--- config.mk ---
export PLATFORM = sky130hd
export DESIGN_NAME = iter_div
export DESIGN_NICKNAME = d
export VERILOG_FILES = /design/src/rtl/iter_div_pkg.sv /design/src/rtl/iter_div_step.sv /design/src/rtl/iter_div.sv
export SDC_FILE = /design/constraint.sdc
export NUM_CORES = 1
export LEC_CHECK = 0
export ABC_CLOCK_PERIOD_IN_PS = 5030
export BUFFER_PORTS_ARGS = -buffer_cell sky130_fd_sc_hd__buf_2
export CAP_MARGIN = 20
export CORE_ASPECT_RATIO = 1.5
export CORE_MARGIN = 2
export CORE_UTILIZATION = 50
export CTS_BUF_LIST = sky130_fd_sc_hd__clkbuf_4 sky130_fd_sc_hd__clkbuf_8 sky130_fd_sc_hd__clkbuf_16
export CTS_CLUSTER_DIAMETER = 150
export DETAILED_ROUTE_END_ITERATION = 8
export PLACE_DENSITY = 0.76
export SETUP_SLACK_MARGIN = 0.02
export SYNTH_ARGS = -nofsm -noshare
export SYNTH_HDL_FRONTEND = slang
export SYNTH_SLANG_ARGS = --single-unit
--- constraint.sdc ---
create_clock -name clk -period 5.03 [get_ports clk]
set_clock_uncertainty 0.15 [all_clocks]
set_input_delay 0 -clock clk [delete_from_list [all_inputs] [get_ports clk]]
set_output_delay 0 -clock clk [all_outputs]
set_load 0.005 [all_outputs]
--- src/rtl/iter_div_pkg.sv ---
// Shared constants, FSM state encoding and helpers for the iterative divider.
package iter_div_pkg;

    localparam int unsigned DIV_W     = 32;
    localparam int unsigned DIV_STEPS = 32;

    typedef enum logic [1:0] {
        DivIdle = 2'd0,
        DivCalc = 2'd1,
        DivDone = 2'd2
    } div_state_e;

    // Magnitude of a two's-complement value; passes the value through when not signed.
    function automatic logic [DIV_W-1:0] abs_if(input logic [DIV_W-1:0] v, input logic en);
        return (en && v[DIV_W-1]) ? (~v + 1'b1) : v;
    endfunction

endpackage

--- src/rtl/iter_div_step.sv ---
// One combinational restoring-division iteration; the quotient bit is shifted into bit 0.
module div_step
    import iter_div_pkg::*;
(
    input  logic [2*DIV_W-1:0] i_rem,
    input  logic [DIV_W-1:0]   i_div,
    output logic [2*DIV_W-1:0] o_rem,
    output logic               o_qbit
);

    logic [DIV_W:0]   w_hi;
    logic [DIV_W-1:0] w_sub;

    // Upper 33 bits of the left-shifted partial remainder.
    assign w_hi   = i_rem[2*DIV_W-1:DIV_W-1];
    assign o_qbit = (w_hi >= {1'b0, i_div});
    // A successful subtract always leaves a value below the divisor, so 32 bits suffice.
    assign w_sub  = w_hi[DIV_W-1:0] - i_div;
    assign o_rem  = o_qbit ? {w_sub, i_rem[DIV_W-2:0], 1'b1}
                           : {i_rem[2*DIV_W-2:0], 1'b0};

endmodule

--- src/rtl/iter_div.sv ---
// 32-bit multi-cycle restoring divider for DIV.W/MOD.W/DIV.WU/MOD.WU.
// Define DIV_ZERO_SHORTCUT_EN to finish divide-by-zero without iterating.
module iter_div
    import iter_div_pkg::*;
(
    input  logic             clk,
    input  logic             reset,
    input  logic             div_valid,
    input  logic             div_signed,
    input  logic [DIV_W-1:0] x,
    input  logic [DIV_W-1:0] y,
    input  logic             cancel,
    output logic             div_ready,
    output logic             complete,
    output logic [DIV_W-1:0] s,
    output logic [DIV_W-1:0] r
);

    localparam logic [5:0] LastCnt = 6'(DIV_STEPS - 1);

    div_state_e         r_state;
    logic [5:0]         r_cnt;
    logic [2*DIV_W-1:0] r_rem;
    logic [DIV_W-1:0]   r_ydiv;
    logic [DIV_W-1:0]   r_x;
    logic               r_signed;
    logic               r_sign_q;
    logic               r_sign_r;
    logic               r_y_zero;
    logic               r_complete;
    logic [DIV_W-1:0]   r_s;
    logic [DIV_W-1:0]   r_r;

    logic [2*DIV_W-1:0] w_step_rem;
    logic               w_qbit;
    logic               w_accept;
    logic               w_last;
    logic               w_skip;
    logic [DIV_W-1:0]   w_q_fin;
    logic [DIV_W-1:0]   w_rem_fin;
    logic [DIV_W-1:0]   w_s_fin;
    logic [DIV_W-1:0]   w_r_fin;

    div_step u_div_step (
        .i_rem  (r_rem),
        .i_div  (r_ydiv),
        .o_rem  (w_step_rem),
        .o_qbit (w_qbit)
    );

    assign div_ready = (r_state == DivIdle) | (r_state == DivDone);
    assign complete  = r_complete;
    assign s         = r_s;
    assign r         = r_r;

    assign w_accept  = div_valid & div_ready & ~cancel;
    assign w_last    = (r_cnt == LastCnt);
    assign w_q_fin   = w_step_rem[DIV_W-1:0];
    assign w_rem_fin = w_step_rem[2*DIV_W-1:DIV_W];

`ifdef DIV_ZERO_SHORTCUT_EN
    assign w_skip = r_y_zero;
`else
    assign w_skip = 1'b0;
`endif

    always_comb begin
        w_s_fin = w_q_fin;
        w_r_fin = w_rem_fin;
        if (r_y_zero) begin
            w_s_fin = '1;
            w_r_fin = r_x;
        end else if (r_signed) begin
            w_s_fin = r_sign_q ? (~w_q_fin + 1'b1) : w_q_fin;
            w_r_fin = r_sign_r ? (~w_rem_fin + 1'b1) : w_rem_fin;
        end
    end

    always_ff @(posedge clk) begin
        if (reset) begin
            r_state    <= DivIdle;
            r_cnt      <= '0;
            r_rem      <= '0;
            r_ydiv     <= '0;
            r_x        <= '0;
            r_signed   <= 1'b0;
            r_sign_q   <= 1'b0;
            r_sign_r   <= 1'b0;
            r_y_zero   <= 1'b0;
            r_complete <= 1'b0;
            r_s        <= '0;
            r_r        <= '0;
        end else begin
            r_complete <= 1'b0;
            if (cancel) begin
                r_state <= DivIdle;
                r_cnt   <= '0;
            end else begin
                case (r_state)
                    DivIdle, DivDone: begin
                        if (w_accept) begin
                            r_rem    <= {{DIV_W{1'b0}}, abs_if(x, div_signed)};
                            r_ydiv   <= abs_if(y, div_signed);
                            r_x      <= x;
                            r_signed <= div_signed;
                            r_sign_q <= x[DIV_W-1] ^ y[DIV_W-1];
                            r_sign_r <= x[DIV_W-1];
                            r_y_zero <= (y == '0);
                            r_cnt    <= '0;
                            r_state  <= DivCalc;
                        end else begin
                            r_state <= DivIdle;
                        end
                    end
                    DivCalc: begin
                        // The last step's result goes straight into correction, not r_rem.
                        if (w_skip || w_last) begin
                            r_state    <= DivDone;
                            r_complete <= 1'b1;
                            r_s        <= w_s_fin;
                            r_r        <= w_r_fin;
                            r_cnt      <= '0;
                        end else begin
                            r_rem <= w_step_rem;
                            r_cnt <= r_cnt + 6'd1;
                        end
                    end
                    default: r_state <= DivIdle;
                endcase
            end
        end
    end

endmodule

==> key figures <==
CTS
  – Worst-Skew Late Latency: 0.51 ns
  – # clock sinks: 204
  – H-Tree Depth: 1
  – CTS root buf: clkbuf_16
  – Reg clk slew, reported paths: 0.07 ns
  – CTS buffer count: 21
  – CTS tree: built
  – Clock Path Buffers: 3

Timing
  – RSZ-0062 raised after global routing: false
  – Setup TNS: 0 ns
  – Final Cycle Share: 92.8%
  – Hold violation total from the final report: 0
  – Hold_ws: 0.145 ns
  – Fmax: 0.214 GHz
  – Slew margin rel.: 33.3%
  – Final Setup Violations: 0
  – Slack of the critical path: 0.364 ns
  – Pins over their slew limit: 0
  – Actual slew at the worst max-slew pin: 1.00 ns
  – Minimum clock period: 4.67 ns

Pwr
  – Cell leakage power: 6.30 nW
  – Worst IR Drop VDD: 0.252 mV
  – Power per cell area: 266 nW/um^2

Critical path
  – Maximum fanout along the worst path: 8
  – WS Path Type: register to register
  – Critical Path RT: 5.30 ns
  – Worst setup EP type: register
  – CP startpoint kind: register
  – CP Data Arrival Time: 4.94 ns

Synth
  – Cell Area, Synth: 13100 sq um
  – Syn avg cell area: 7.43 sq um
  – Leading area contributor after synthesis: dfxtp_1
  – Synth top cells by count: nor2_1, dfxtp_1, nand2_1, a21oi_1
  – Distinct cells, synth: 85
  – Post-synthesis sequential area ratio: 31.1%
  – Top-area cell type share of the netlist area: 31.1%
  – Cells after Synth: 1768
  – Main flop type after synthesis: dfxtp_1
  – Synth warnings: 0
  – Top cells by area, synth: dfxtp_1, nor2_1, a21oi_1, nand2_1, a211oi_1
  – Cell with the most instances after synthesis: nor2_1
  – Synthesis-stage register bit count: 204
  – Syn Nets: 1875
  – Post-synth EDFFs: 0
  – Post-synth ARST share: 0%

Detailed routing
  – DRC violations left: 0
  – TritonRoute pass-1 iters: 6
  – WL met1: 15.9 mm
  – Via count: 13.9k
  – Drt total wl: 42.8 mm
  – Max layer used: met4
  – Routed len/inst: 18.6 um
  – Detail Route met3 WL: 2.27 mm
  – Met2 routed WL: 20.8 mm
  – Remaining antenna violation count: 0
  – Starting DRT DRC Count: 990
  – Via/cell ratio: 6.05

Floorplanning
  – DIE WIDTH: 136 um
  – Total Die Area: 27600 sq um
  – FP Rows: 72
  – Top Ports: 135
  – Initial Utilization: 50.8%
  – Die Y: 203 um
  – Core ar.: 25900 sq um

Global routing
  – Antenna violations before repair: 0
  – Global Route Usage Sum: 30.5%
  – Aggregate global routing overflow: 0
  – Number of global-route vias before repair: 13.4k
  – First-pass GRT wire length: 67.7 mm
  – Maximum number of pins on one net before global-route repair: 100

Placement
  – Port buffer count: 134
  – Post-detail-place hpwl: 31.5 mm
  – Pre-CTS setup slack: 0.386 ns
  – Placed Instances: 2140
  – RD Place Congestion: 0.986

Final layout
  – Layout area overhead: 21.0%
  – Fin nets: 2059
  – Antenna diode count: 0
  – Layout cell share with drive strength beyond 1: 11.5%
  – Final Instance Count excl. Fillers: 2297

Flow run
  – Max_cap viols: 0

Run status
  – Status: finished clean

Hold path
  – HP Class: primary input to register
registers in the layout, summed over array words and instances, names as in the netlist:
signal	count
r_cnt	6
r_y_zero	1
complete	1
r_sign_q	1
s	32
r_ydiv	32
r	32
r_rem	64
r_state	2
r_x	32
r_signed	1
layout by cell type (no fill, tap or decap), types with 8 or more instances in the layout:
cell             n
a211oi_1        95
inv_1           55
nor4_1          21
a22oi_1         21
nand3_1         30
clkbuf_16       21
buf_4           22
nand4_1         19
and2_1          11
nor2_1         258
a311oi_1        19
dlygate4sd3_1  122
o21ai_0         94
nor3_1          41
and3_1           8
a21oi_1        168
buf_2          133
mux2i_1         18
xnor2_1         59
or3_1           40
nand2_1        200
ha_1            36
xor2_1          63
dfxtp_1        204
o31ai_1         18
a31oi_1         11
nand2b_1         9
o211ai_1        20
area by class of cell:
class                      count  area [sq um]
clock inverter                 7           140
fill                        2276          9960
timing repair buffer         278          2060
tap                          333           417
sequential                   204          4080
clock buffer                  28           597
inverter                      56           213
multi-input combinational   1391          8380
through the flow:
stage | cell area (sq um) | total power, mW | util (%)
after floorplan | 13100 | 2.24 | -
after global placement | 13900 | 2.44 | 53.9
after detailed placement | 13900 | 2.45 | 53.9
after CTS | 15900 | 4.22 | 61.5
after global routing | 15900 | 4.38 | 61.5
final | 15900 | 4.22 | 61.5
path summary, 6_finish.rpt:
kind | startpoint | end | slack, ns | cells after the start
worst max-delay path | r_rem[31] | r[28] | 0.36 | 17
worst min-delay path | div_valid | r_rem[21] | 0.14 | 6
worst max register to register | r_rem[31] | r[28] | 0.36 | 17
worst min register to register | r_ydiv[31] | r_ydiv[31] | 0.31 | 2
layer usage:
| metal | vias up | global-route usage [%] |
|---|---|---|
| met4 | 0 | 23.7 |
| met3 | 181 | 3.57 |
| met1 | 6410 | 32.9 |
| met2 | 573 | 53.2 |
| met5 | - | 0 |
| li1 | 6731 | - |
what timing repair did:
action | CTS | global route
endpoints found under the hold margin | 158 | 0
setup endpoints to repair | 0 | 2
buffers inserted | 0 | 0
resized for setup | 0 | 2
hold buffers | 122 | 0
where the power goes:
part,switching [mW],internal (mW)
Combinational,0.500,0.316
Clock,0.670,1.04
Sequential,0.0391,1.66
Total,1.21,3.01
kinds of logic after synthesis:
family          share of synthesized area (%)
xor+xnor                                 8.13
flops                                    31.1
mux                                      1.63
fa+ha+maj                                3.68
buf+inv                                  5.24
simple gates                             23.7
compound gates                           26.6
critical path, stage by stage, from the launching register on:
cell and delay, ns:
dfxtp_1 0.44, inv_1 0.07, ha_1 0.23, nor2b_2 0.16
o2111ai_2 0.25, a2111oi_4 0.54, o211ai_2 0.22, nand2_4 0.20
mux2i_1 0.32, ha_1 0.28, nand3b_1 0.11, nand2b_1 0.15
mux2_2 0.31, a21oi_2 0.32, nand4_1 0.21, or3_1 0.38
o32a_1 0.17, o21ai_0 0.08
Power figures use the tool's default switching activity.
